$ cat config.mk
export PLATFORM = sky130hd
export DESIGN_NAME = mult_pipe_ctrl
export DESIGN_NICKNAME = d
export VERILOG_FILES = /design/src/rtl/mult_pkg.sv /design/src/rtl/mult_stage_reg.sv /design/src/rtl/mult_pipe_ctrl.sv
export SDC_FILE = /design/constraint.sdc
export NUM_CORES = 1
export LEC_CHECK = 0
export BUFFER_PORTS_ARGS = -buffer_cell sky130_fd_sc_hd__buf_2
export CORE_MARGIN = 1.5
export CORE_UTILIZATION = 50
export DETAILED_ROUTE_END_ITERATION = 8
export PLACE_DENSITY_LB_ADDON = 0.25
export SKIP_CTS_REPAIR_TIMING = 1
export SKIP_LAST_GASP = 1
export SLEW_MARGIN = 5
export SYNTH_ARGS = -nofsm -noshare
export SYNTH_HDL_FRONTEND = slang
export SYNTH_SLANG_ARGS = --single-unit
export TNS_END_PERCENT = 100
$ cat constraint.sdc
create_clock -name clk -period 1.9 [get_ports clk]
set_clock_uncertainty 0.1 [all_clocks]
set_input_delay 0.19 -clock clk [delete_from_list [all_inputs] [get_ports clk]]
set_output_delay 0.19 -clock clk [all_outputs]
set_load 0.01 [all_outputs]
$ cat src/rtl/mult_pkg.sv
// mult_pkg: shared multiplier command type and pipeline depth
package mult_pkg;
  typedef enum logic [1:0] {CMD_MUL, CMD_MULH, CMD_MULHSU, CMD_MULHU} mult_cmd_t;
  localparam int NB_STAGES_DEF = 3;
  localparam int REG_W = 6;
endpackage

$ cat src/rtl/mult_stage_reg.sv
// mult_stage_reg: one pipeline slot holding valid, destination and command
module mult_stage_reg
  import mult_pkg::*;
(
  input  logic             clk,
  input  logic             reset_n,
  input  logic             load,
  input  logic             adv,
  input  logic             flush,
  input  logic [REG_W-1:0] rd_in,
  input  mult_cmd_t        cmd_in,
  output logic             valid,
  output logic [REG_W-1:0] rd,
  output mult_cmd_t        cmd
);
  logic             valid_d, valid_q;
  logic [REG_W-1:0] rd_d, rd_q;
  mult_cmd_t        cmd_d, cmd_q;
  always_comb begin
    valid_d = flush ? 1'b0 : load ? 1'b1 : adv ? 1'b0 : valid_q;
    rd_d    = (load && !flush) ? rd_in : rd_q;
    cmd_d   = (load && !flush) ? cmd_in : cmd_q;
  end
  always_ff @(posedge clk or negedge reset_n) begin
    if (!reset_n) begin
      valid_q <= 1'b0;
      rd_q    <= '0;
      cmd_q   <= CMD_MUL;
    end else begin
      valid_q <= valid_d;
      rd_q    <= rd_d;
      cmd_q   <= cmd_d;
    end
  end
  assign valid = valid_q;
  assign rd    = rd_q;
  assign cmd   = cmd_q;
endmodule

$ cat src/rtl/mult_pipe_ctrl.sv
// mult_pipe_ctrl: multiplier pipeline control; MULT_PERF_CNT_EN adds issue/stall counters
module mult_pipe_ctrl
  import mult_pkg::*;
#(
  parameter int NB_STAGES = NB_STAGES_DEF
) (
  input  logic                 clk,
  input  logic                 reset_n,
  input  logic                 DEC2X0_EMPTY_SD,
  input  logic [1:0]           MULT_CMD_SD,
  input  logic [REG_W-1:0]     RADR_SD,
  input  logic [REG_W-1:0]     RADR1_SD,
  input  logic [REG_W-1:0]     RADR2_SD,
  input  logic                 WB_READY_SM,
  input  logic                 FLUSH_SM,
  output logic                 DEC2X0_POP_SX0,
  output logic [NB_STAGES-1:0] STAGE_VALID_SX,
  output logic [NB_STAGES-1:0] STAGE_ADV_SX,
  output logic [REG_W-1:0]     X2_RD_SX2,
  output logic [1:0]           X2_CMD_SX2,
  output logic                 RETIRE_SX2,
  output logic                 MULT_HAZARD_SD,
  output logic                 MULT_BUSY_SX
`ifdef MULT_PERF_CNT_EN
  ,
  output logic [31:0]          PERF_ISSUE_SX,
  output logic [31:0]          PERF_STALL_SX
`endif
);
  logic [NB_STAGES-1:0] valid, adv, load;
  logic [REG_W-1:0]     rd     [NB_STAGES];
  logic [REG_W-1:0]     rd_in  [NB_STAGES];
  mult_cmd_t            cmd    [NB_STAGES];
  mult_cmd_t            cmd_in [NB_STAGES];
  logic                 pop, retire, hazard;
  // A stage advances unless it and every stage above it are full while writeback stalls.
  always_comb begin
    logic blk;
    blk = ~WB_READY_SM;
    adv = '0;
    for (int i = NB_STAGES - 1; i >= 0; i--) begin
      adv[i] = valid[i] & ~blk;
      blk    = blk & valid[i];
    end
  end
  assign pop    = reset_n & ~DEC2X0_EMPTY_SD & (~valid[0] | adv[0]) & ~FLUSH_SM;
  assign retire = valid[NB_STAGES-1] & WB_READY_SM & ~FLUSH_SM;
  always_comb begin
    load[0]   = pop;
    rd_in[0]  = RADR_SD;
    cmd_in[0] = mult_cmd_t'(MULT_CMD_SD);
    for (int i = 1; i < NB_STAGES; i++) begin
      load[i]   = adv[i-1];
      rd_in[i]  = rd[i-1];
      cmd_in[i] = cmd[i-1];
    end
  end
  always_comb begin
    hazard = 1'b0;
    for (int i = 0; i < NB_STAGES; i++)
      hazard = hazard | (valid[i] & ~((i == NB_STAGES - 1) & retire) &
               (((RADR1_SD != '0) & (RADR1_SD == rd[i])) | ((RADR2_SD != '0) & (RADR2_SD == rd[i]))));
  end
  for (genvar s = 0; s < NB_STAGES; s++) begin : g_stage
    mult_stage_reg u_stage (
      .clk    (clk),
      .reset_n(reset_n),
      .load   (load[s]),
      .adv    (adv[s]),
      .flush  (FLUSH_SM),
      .rd_in  (rd_in[s]),
      .cmd_in (cmd_in[s]),
      .valid  (valid[s]),
      .rd     (rd[s]),
      .cmd    (cmd[s])
    );
  end
  assign DEC2X0_POP_SX0 = pop;
  assign STAGE_VALID_SX = valid;
  assign STAGE_ADV_SX   = adv;
  assign X2_RD_SX2      = rd[NB_STAGES-1];
  assign X2_CMD_SX2     = cmd[NB_STAGES-1];
  assign RETIRE_SX2     = retire;
  assign MULT_HAZARD_SD = hazard;
  assign MULT_BUSY_SX   = |valid;
`ifdef MULT_PERF_CNT_EN
  logic [31:0] issue_d, issue_q, stall_d, stall_q;
  always_comb begin
    issue_d = issue_q + {31'd0, pop};
    stall_d = stall_q + {31'd0, valid[NB_STAGES-1] & ~WB_READY_SM};
  end
  always_ff @(posedge clk or negedge reset_n) begin
    if (!reset_n) begin
      issue_q <= '0;
      stall_q <= '0;
    end else begin
      issue_q <= issue_d;
      stall_q <= stall_d;
    end
  end
  assign PERF_ISSUE_SX = issue_q;
  assign PERF_STALL_SX = stall_q;
`endif
endmodule

==> run summary <==
leading area contributor after synthesis: dfrtp_1
synth top area cells: dfrtp_1 43%, mux2_2 17%, xnor2_1 13%
H-tree depth: 1
min-delay worst type: in -> reg
Worst setup SP type: register
final hold slack: 0.03584 ns
final slew viol count: 0
vias: 1177
DR DRC count: 0
WL final: 3.269 mm
initial core utilization: 52.08%
Max clock buf depth: 2
Synth Net Count: 161
total power: 1793 uW
status: finished, violations left
Die X-Extent: 58.93 um
Cell Chain, Critical Path: xnor2_1 > nand4_1 > nor4_1 > o221ai_1 > nand3_1 > buf_2
ratio of cells with drive above 1 in the final layout: 44.56%
failing checks: negative setup slack
post-place instance area: 1828 um2
post-route ant nets: 0
CP max stage delay: 0.45 ns
Avg Cell Area, Syn: 11.50 um2
Setup CP Type: reg -> out
Nets: 219
area share of the largest cell type after synthesis: 43.20%
first-pass GRT wire length: 5.133 mm
Power Density: 889.3 nW/um2
Placeable Area: 3003 um2
clk_lat worst skew: 0.33 ns
design area: 2016 um2
clock sink count: 27
Antenna diodes: 0
# setup viols final: 1
maximum vdd drop: 572.7 uV
worst slew pin tran: 0.3450 ns
Critical Path End Type: primary output
initial antenna violation count: 0
critical path fanouts, max: 3
top layer in use: met4
row cnt: 20
Initial DRC Count: 28
sequential area share after synthesis: 43.20%
Slowest cell on crit path: dfrtp_1
final setup margin: -0.05093 ns
#FFs+latches synth: 27
Tcrit/Tclk final: 102.7%
IO Port Bufs: 42
Synth cell types: 22
RSZ-0062 raised after global routing: yes
critical path arrival: 1.66 ns
via/cell ratio: 5.208
vias in the first global route: 1080
Total Neg Setup Slack: -0.05093 ns
FMAX: 512.6 MHz
Post-Synthesis Cells: 136
Max-cap violations: 0
yosys synthesis warning count: 0
Die Y-Extent: 58.93 um
drt first pass iters: 4
WL met1: 1.515 mm
GP Congestion: 0.9116
io pins: 43
layout overhead on the synthesized area: 28.88%
met3 WL: 125 um
CTS Buf Count: 3
leakage: 0.0009338 uW
Post-Syn Area: 1564 um2
met2 WL: 1.600 mm
gr usage total: 19.94%
drt wl/cell: 14.46 um
global route overflow: 0
CP Data Required Time: 1.61 ns
hpwl dp: 2.490 mm
endpoints failing hold: 0
TritonCTS clock tree: yes
Clock transition at path regs: 0.15 ns
Slew Limit Headroom: 77.00%
root buffer cell: clkbuf_4
Final min period: 1.951 ns
die area: 3473 um2
largest net degree at the start of global routing: 28
[routing by layer]
metal / global-route usage (%) / vias to the layer above
li1: - / 581
met1: 27.18 / 564
met2: 33.02 / 27
met3: 3.516 / 5
met4: 4.870 / 0
met5: 0 / -
[state kept, by name, summed over array words and instances, names as in the netlist]
signal                 cells
g_stage.u_stage.rd        18
g_stage.u_stage.cmd        6
g_stage.u_stage.valid      3
[metrics by stage]
| step | std cells | utilization [%] | setup slack, ns |
|---|---|---|---|
| floorplan | 136 | - | 0.3496 |
| finish | 226 | 67.13 | -0.05093 |
| global placement | 207 | 60.88 | 0.07379 |
| detailed placement | 207 | 60.88 | 0.03829 |
| CTS | 211 | 61.88 | -0.09489 |
| global route | 226 | 67.13 | -0.1488 |
[synth_stat cells (all sizes together)]
master   n
and2     1
nand2    1
nor3     2
mux2    24
nand3    2
xnor2   24
dfrtp   27
a21boi   1
nor2b    3
o221ai   1
or3      1
nand4    6
nand2b   3
nor2     4
or4      2
nor4     6
buf     10
o21ai    2
a21oi    2
xor2    12
inv      2
[worst max-delay path, delay by kind of cell, from the launching register on]
family          cells  cell delay (ns)
compound gates      1             0.16
flops               1             0.45
simple gates        3             0.41
xor+xnor            1             0.18
buf+inv             1             0.13
[cells by family after synthesis]
family / Yosys count / synth area share [%]
xor gates and xnor gates: 36 / 20.16
and+or+nand+nor: 31 / 12.08
DFF: 27 / 43.20
muxes: 24 / 17.28
buffers and inverters: 12 / 4.960
AOI/OAI and AO/OA: 6 / 2.320
[cell usage in the layout (no fill, tap or decap)]
cell,n
a21boi_1,1
a21oi_1,2
and2_1,1
buf_12,3
buf_2,42
buf_4,8
clkbuf_4,3
clkinvlp_4,1
dfrtp_1,27
dlygate4sd3_1,10
inv_1,2
mux2_2,24
nand2_1,1
nand2b_1,3
nand3_1,2
nand4_1,6
nor2_1,4
nor2b_1,2
nor2b_4,1
nor3_2,2
nor4_1,4
nor4_2,2
o21ai_0,2
o221ai_1,1
or3_1,1
or4_1,2
xnor2_1,24
xor2_1,12
[path summary, 6_finish.rpt]
kind,startpoint,cells past startpoint,to,slack [ns]
setup / recovery,g_stage[2].u_stage.rd[3],6,MULT_HAZARD_SD,-0.05
hold / removal,DEC2X0_EMPTY_SD,3,g_stage[0].u_stage.valid,0.04
setup reg to reg,g_stage[2].u_stage.valid,5,g_stage[2].u_stage.rd[1],0.37
hold reg to reg,g_stage[0].u_stage.cmd[1],1,g_stage[0].u_stage.cmd[1],0.42
max in group asynchronous,reset_n,3,g_stage[1].u_stage.rd[4],1.14
min in group asynchronous,reset_n,3,g_stage[1].u_stage.rd[5],0.31
[layout make-up]
cell class	instances	area (um2)
Timing Repair Buffer	63	430.4
Inverter	2	7.507
Sequential cell	27	675.6
Clock buffer	3	22.52
Tap cell	33	41.29
Clock inverter	1	7.507
Fill cell	248	987.2
Multi-Input combinational cell	97	830.8
[power breakdown]
| part | internal [uW] | switching, uW |
|---|---|---|
| logic | 383 | 258 |
| registers | 726 | 168 |
| clock network | 80.6 | 176 |
| total | 1190 | 603 |
(Power assumes the default switching activity.)
